**src/rtl/lcd_hd44780_tx.sv**
```systemverilog
// rtl/lcd_hd44780_tx.sv - write-only HD44780 character-LCD transmitter with timed EN strobe
module lcd_hd44780_tx #(
    parameter int SETUP_CYC    = 2,
    parameter int EN_HIGH_CYC  = 12,
    parameter int HOLD_CYC     = 2,
    parameter int CMD_WAIT_CYC = 2000,
    parameter int CLR_WAIT_CYC = 82000
) (
    input  logic       i_clk,
    input  logic       i_rst_n,
    input  logic       i_valid,
    output logic       o_ready,
    input  logic       i_rs,
    input  logic [7:0] i_data,
    output logic       o_busy,
    output logic       o_lcd_rs,
    output logic       o_lcd_rw,
    output logic       o_lcd_en,
    output logic [7:0] o_lcd_data
);

    localparam int CW = $clog2(CLR_WAIT_CYC + 1);

    typedef enum logic [2:0] {
        S_IDLE,
        S_SETUP,
        S_PULSE,
        S_HOLD,
        S_WAIT
    } state_t;

    state_t          state;
    state_t          state_nxt;
    logic [CW-1:0]   cnt;
    logic [CW-1:0]   cnt_load;
    logic            cnt_reload;
    logic            cnt_done;
    logic            long_wait;
    logic            accept;
    logic            en_nxt;

    assign cnt_done = (cnt == CW'(1));
    assign accept   = (state == S_IDLE) && i_valid;
    assign o_lcd_rw = 1'b0;

    always_ff @(posedge i_clk) begin
        if (!i_rst_n) begin
            state <= S_IDLE;
        end else begin
            state <= state_nxt;
        end
    end

    // Each state's length is loaded on entry and the state ends when the count reaches 1.
    always_comb begin
        state_nxt  = state;
        cnt_load   = '0;
        cnt_reload = 1'b0;
        case (state)
            S_IDLE: begin
                if (i_valid) begin
                    state_nxt  = S_SETUP;
                    cnt_load   = CW'(SETUP_CYC);
                    cnt_reload = 1'b1;
                end
            end
            S_SETUP: begin
                if (cnt_done) begin
                    state_nxt  = S_PULSE;
                    cnt_load   = CW'(EN_HIGH_CYC);
                    cnt_reload = 1'b1;
                end
            end
            S_PULSE: begin
                if (cnt_done) begin
                    state_nxt  = S_HOLD;
                    cnt_load   = CW'(HOLD_CYC);
                    cnt_reload = 1'b1;
                end
            end
            S_HOLD: begin
                if (cnt_done) begin
                    state_nxt  = S_WAIT;
                    cnt_load   = long_wait ? CW'(CLR_WAIT_CYC) : CW'(CMD_WAIT_CYC);
                    cnt_reload = 1'b1;
                end
            end
            S_WAIT: begin
                if (cnt_done) begin
                    state_nxt  = S_IDLE;
                    cnt_reload = 1'b1;
                end
            end
            default: begin
                state_nxt  = S_IDLE;
                cnt_reload = 1'b1;
            end
        endcase
    end

    // EN is registered from the next state so the pin never sees a combinational path.
    always_comb begin
        o_ready = (state == S_IDLE);
        o_busy  = (state != S_IDLE);
        en_nxt  = (state_nxt == S_PULSE);
    end

    always_ff @(posedge i_clk) begin
        if (!i_rst_n) begin
            cnt        <= '0;
            o_lcd_en   <= 1'b0;
            o_lcd_rs   <= 1'b0;
            o_lcd_data <= 8'h00;
            long_wait  <= 1'b0;
        end else begin
            o_lcd_en <= en_nxt;
            if (cnt_reload) begin
                cnt <= cnt_load;
            end else if (cnt != '0) begin
                cnt <= cnt - CW'(1);
            end
            if (accept) begin
                o_lcd_rs   <= i_rs;
                o_lcd_data <= i_data;
                // Clear display / return home need the long execution wait.
                long_wait  <= !i_rs && (i_data[7:2] == 6'b0) && (i_data[1:0] != 2'b00);
            end
        end
    end

endmodule
```
**config.mk**
```make
export PLATFORM = sky130hd
export DESIGN_NAME = lcd_hd44780_tx
export DESIGN_NICKNAME = d
export VERILOG_FILES = /design/src/rtl/lcd_hd44780_tx.sv
export SDC_FILE = /design/constraint.sdc
export NUM_CORES = 1
export LEC_CHECK = 0
export ABC_AREA = 1
export CORE_UTILIZATION = 49
export CTS_CLUSTER_SIZE = 14
export DETAILED_ROUTE_END_ITERATION = 12
export PLACE_DENSITY_LB_ADDON = 0.1
export RECOVER_POWER = 100
export REMOVE_ABC_BUFFERS = 1
export SETUP_SLACK_MARGIN = 0.05
export SYNTH_ARGS = -nofsm -noshare
export SYNTH_HDL_FRONTEND = slang
export SYNTH_SLANG_ARGS = --single-unit
```
**constraint.sdc**
```tcl
create_clock -name i_clk -period 1.28 [get_ports i_clk]
set_input_delay 0.384 -clock i_clk [delete_from_list [all_inputs] [get_ports i_clk]]
set_output_delay 0.384 -clock i_clk [all_outputs]
set_load 0.05 [all_outputs]
```
After elaboration in Yosys (flattened, before gate mapping)
Cells that the tools add are included.
Storage, ports and cells
  register bits: 31
Operators by class
  add/subtract/negate cells: 1
  equality and inequality tests: 6
  muxes and demuxes: 17
  reductions and logical operators: 11
Operators with widths (count)
  $mux W17: 4
  $pmux W17 S4: 1
  $eq A17 B1 Y1 const B: 1
  $reduce_bool A17 Y1: 1
  $sub A17 B1 Y17 const B: 1
  $mux W3: 5
  $pmux W3 S5: 1
  $eq A3 B2 Y1 const B: 3
  $logic_not A6 Y1: 1
  $mux W2: 2
  $mux W4: 1
  $reduce_bool A2 Y1: 2
  $reduce_or A4 Y1: 1
  $eq A3 B1 Y1 const B: 1
  $eq A3 B3 Y1 const B: 1
  $logic_and A1 B1 Y1: 3
  $logic_not A3 Y1: 1
  $reduce_bool A3 Y1: 1
  $mux W1: 2
  $pmux W1 S2: 1
  $logic_not A1 Y1: 1

Longest topological paths before layout
  depth in word-level cells: 4
  mapped depth: 12
  depth with buffers taken out: 12

Least setup slack after synthesis
OpenSTA, ideal clock, no wires.
  path type: flip-flop to flip-flop
  start point: register state[0]
  end point: register cnt[1]
  setup time: 0.115 ns
  arrival: 1.501 ns
  required time: 1.165 ns
  path slack: -0.336 ns
  stages on the path, launching flop included: 10
  buffers on the path: 1
  clock period less this slack: 1.616 ns
  path through: dfxtp_1 > inv_2 > nand2_2 > nor2_4 > inv_2 > nand3_4 > buf_6 > nand3_4 > o21bai_1 > nor2_1
Between the ends
  elaborated cells between the ends (all ways): 10
  classes of those cells: eq/ne (4); mux (3); reduce/logical (3)
RTL lines
  start, declared: RTL line 32  | state_t state;
  start signal, assigned: RTL line 50  | state <= state_nxt;
  $logic_not A3 Y1 (*)
  named net o_ready: RTL line 12  | output logic o_ready,
  $pmux W17 S4 / $pmux W1 S2 (equally long branches): RTL line 59  | case (state)
  $mux W17 / $reduce_bool A2 Y1 (equally long branches)
  end signal, assigned: RTL line 118  | cnt <= cnt_load;
  end signal, assigned: RTL line 120  | cnt <= cnt - CW'(1);
  end, declared: RTL line 34  | logic [CW-1:0] cnt;
Mark *: on every way through the listed nets, which the timed path passes. The rest lies on a longest branch.
A chain may end at the register's enable or synchronous reset.

Final worst setup path
  start point: register cnt[1]
  end point: register cnt[8]
Between the ends
  cells in the longest elaborated chain, start to end: 4
  elaborated cells between the ends (all ways): 10
  classes of those cells: add/sub (1); eq/ne (1); mux (6); reduce/logical (2)
Ends and longest elaborated chain
  branches (longest 4 deep; another with $sub A17 B1 Y17)
Parallel ways; which one is timed is not known. The select of a mux whose other input is x is not followed.

==> out/qor.log <==
qor: power_and_ir_drop.power_density 2670 nW/µm²
qor: grt.grtUsageTotal 29.8%
qor: logic_synthesis.postSynthAreaPerCell 6.72 µm²
qor: job.drv.max_cap_violation_count 0
qor: finish.count_of_inserted_antenna_diode_cells 0
qor: logic_synthesis.synth.area.mux_share 0%
qor: power_and_ir_drop.power.combinational.fraction 72.0%
qor: outcome.run_status finished, violations left
qor: floorplan.num_rows 22
qor: clock_tree.cts_buffer_depth 2
qor: floorplan.initial_utilization 51.2%
qor: timing.setup_viol 33
qor: placed_design.port_buffers 23
qor: logic_synthesis.yosysWarnings 0
qor: power_and_ir_drop.clock_share_of_power 9.9%
qor: timing.finalHoldViolations 0
qor: min_path.hold_path.class register to register
qor: clock_tree.cts_buffers 5
qor: detailed_routing.remaining_drc_errors 0
qor: logic_synthesis.proportion_of_synthesized_chip_area_in_sequential_cells 32.9%
qor: critical_path.setup.worst_path.class register to register
qor: placed_design.preCtsSetupSlack -324 ps
qor: detailed_routing.drtAntennaViolNets 0
qor: logic_synthesis.synth_top_family_by_area simple AND/OR/NAND/NOR gates
qor: critical_path.timing.critical_path.to_type register
qor: critical_path.r2r_slack -290 ps
qor: grt.antenna_found_initial 0
qor: finish.layout-drive-gt1-share 44.0%
qor: power_and_ir_drop.power 0.00804 W
qor: placed_design.gp_routability_congestion 0.874
qor: detailed_routing.drtIter0Drc 80
qor: critical_path.startpoint_type register
qor: detailed_routing.route.detailed.vias_per_inst 5.13
qor: finish.synthToLayoutAreaGrowth 59.6%
qor: floorplan.fp.dieH 64.1 µm
qor: timing.slew_violations 0
qor: finish.layout.cells.most_common_list 60 x sky130_fd_sc_hd__nand2_1, 46 x sky130_fd_sc_hd__buf_4, 39 x sky130_fd_sc_hd__nor2_1
qor: logic_synthesis.post-synth-top-area-fraction 32.9%
qor: timing.maxClockFrequency 638 MHz
qor: critical_path.critical_path.startpoint cnt[1]
qor: timing.final_min_period_over_clock_period 122%
qor: clock_tree.clk_pin_slew_worst_paths 60 ps
qor: detailed_routing.drt_first_pass_iters 4
qor: detailed_routing.overall_via_count_from_detail_route 2,112
qor: placed_design.place_hpwl 3730 µm
qor: logic_synthesis.netlist.top_cell.by_area sky130_fd_sc_hd__dfxtp_1
qor: critical_path.worstReg2RegStart cnt[1]
qor: detailed_routing.wl_per_cell 14.6 µm
qor: critical_path.cp.required 1500 ps
qor: clock_tree.clock-root-buffer sky130_fd_sc_hd__clkbuf_8
qor: timing.min_period 1570 ps
qor: clock_tree.clock_latency_late_sink 290 ps
qor: power_and_ir_drop.vdd.ir_drop.worst 1.03 mV
qor: grt.largest_net_degree_at_the_start_of_global_routing 22
qor: logic_synthesis.area_fraction_in_and_or_nand_and_nor_cells_after_synthesis 47.1%
qor: logic_synthesis.synth.lib_cells_used.distinct 32
qor: timing.fin_ws -287 ps
qor: power_and_ir_drop.power_switching 0.00386 W
qor: min_path.worstHoldStart o_lcd_rs
qor: logic_synthesis.synth-adder-area-share 1.99%
qor: finish.layout.cells.most_common sky130_fd_sc_hd__nand2_1
qor: power_and_ir_drop.p_leak 1.47 nW
qor: finish.finish.net_count 379
qor: power_and_ir_drop.power.share.switching 48.0%
qor: timing.fin_worst_skew 2.91 ps
qor: floorplan.design.die.area 4110 µm²
qor: logic_synthesis.synth-xor-area-share 2.32%
qor: clock_tree.clock-sinks 31
qor: logic_synthesis.post_synth_main_area_contributors sky130_fd_sc_hd__dfxtp_1 33%, sky130_fd_sc_hd__nand2_1 15%, sky130_fd_sc_hd__nor2_1 8.9%, sky130_fd_sc_hd__inv_1 6.0%, sky130_fd_sc_hd__nand3_1 5.8%
qor: clock_tree.h-tree-depth 2
qor: clock_tree.clock_tree_from_tritoncts built
qor: logic_synthesis.synth-seq-cells 31
qor: critical_path.worst-path-max-fanout 6
qor: floorplan.core_region_area 3690 µm²
qor: floorplan.die_width 64.1 µm
qor: detailed_routing.totalWireLength 6010 µm
qor: grt.grt_pass1_vias 2,111
qor: critical_path.arrival 1790 ps
qor: grt.grt_overflow 0
qor: power_and_ir_drop.internal-power 0.00418 W
qor: logic_synthesis.syn_inst 281
qor: grt.global_route_wire_length_before_repair 9140 µm
qor: logic_synthesis.synth_area 1890 µm²
qor: logic_synthesis.compound_gate_fraction_of_synth_area 5.96%
qor: floorplan.io-pin-count 25
qor: outcome.failed_checks negative setup slack
qor: power_and_ir_drop.power.share.sequential 18.1%
qor: timing.rsz0062_at_grt true
## cells in the mapped netlist, drive strengths merged
cell and instances:
a21o 2, a21oi 13, buf 4, clkbuf 2
clkinv 1, conb 1, dfxtp 31, ha 3
inv 36, nand2 85, nand3 25, nand3b 1
nand4 5, nor2 57, nor3 4, nor4 1
o21ai 4, o21bai 1, xor2 5
## routing by layer
metal / GRT usage [%] / vias to the layer above / part of all wire [%]
met4: 16.5 / 0 / 4.4
met2: 54.9 / 87 / 53
met5: 0 / - / 0
li1: - / 1037 / -
met3: 8.21 / 29 / 6.5
met1: 29.8 / 959 / 36
## cell type report
| cell class | instances | area [µm²] |
|---|---|---|
| Clock buffer | 6 | 82.6 |
| Clock inverter | 1 | 5.00 |
| Tap cell | 48 | 60.1 |
| Timing Repair Buffer | 82 | 820 |
| Inverter | 37 | 143 |
| Multi-Input combinational cell | 207 | 1280 |
| Sequential cell | 31 | 627 |
| Fill cell | 254 | 676 |
## stage by stage
step | setup TNS (ps) | area (µm²) | instances | utilization, % | hold slack, ps
3_5_place_dp | -7500 | 2670 | 398 | 72.4 | 475
5_1_grt | -7450 | 3010 | 412 | 81.7 | 487
2_1_floorplan | -6030 | 1850 | 275 | - | 459
3_3_place_gp | -6820 | 2670 | 398 | 72.4 | 473
4_1_cts | -3850 | 2990 | 410 | 80.9 | 484
6_report | -5130 | 3010 | 412 | 81.7 | 468
## final timing paths
path         endpoint  cells after the start
max            cnt[8]                     11
min          o_lcd_rs                      2
min reg2reg  o_lcd_rs                      2
max reg2reg    cnt[8]                     11
## worst max-delay path, cell delays in order, from the launching register on
cell                       delay [ps]
sky130_fd_sc_hd__dfxtp_2          330
sky130_fd_sc_hd__inv_2             80
sky130_fd_sc_hd__ha_4             120
sky130_fd_sc_hd__inv_2             30
sky130_fd_sc_hd__nor2_2            80
sky130_fd_sc_hd__nand2_2           90
sky130_fd_sc_hd__nor2_8           130
sky130_fd_sc_hd__nand3_4          150
sky130_fd_sc_hd__buf_6            190
sky130_fd_sc_hd__nand3b_4         120
sky130_fd_sc_hd__nand2_1           80
sky130_fd_sc_hd__nor2_1           110
## power by group through the flow
stage | logic (W) | clock network [W] | registers, W
floorplan | 0.00294 | 0 | 0.00153
global placement | 0.00471 | 0 | 0.00142
detailed placement | 0.00481 | 0 | 0.00144
CTS | 0.00544 | 0.000796 | 0.00146
global route | 0.00624 | 0.000840 | 0.00147
finish | 0.00579 | 0.000795 | 0.00146
## cells by family after synthesis
family | count (synthesis)
AO/OA/AOI/OAI | 20
XOR/XNOR | 5
adder cells (fa/ha/maj) | 3
buffers and inverters | 43
flip-flops | 31
other | 1
AND/OR/NAND/NOR | 178
## state kept, by name, indices dropped and copies added (netlist names)
signal and flops:
cnt 17, o_lcd_data 8, state 3, long_wait 1, o_lcd_en 1, o_lcd_rs 1
## what timing repair did
| action | 4_1_cts | 5_1_grt |
|---|---|---|
| buffers inserted | 5 | 2 |
| endpoints found under the hold margin | 0 | 0 |
| hold buffers | 0 | 0 |
| resized for setup | 55 | 22 |
| pin swaps | 26 | 12 |
| endpoints found under the setup margin | 30 | 39 |
| gates cloned | 0 | 0 |
No activity file was read; power rests on OpenSTA's default activity.
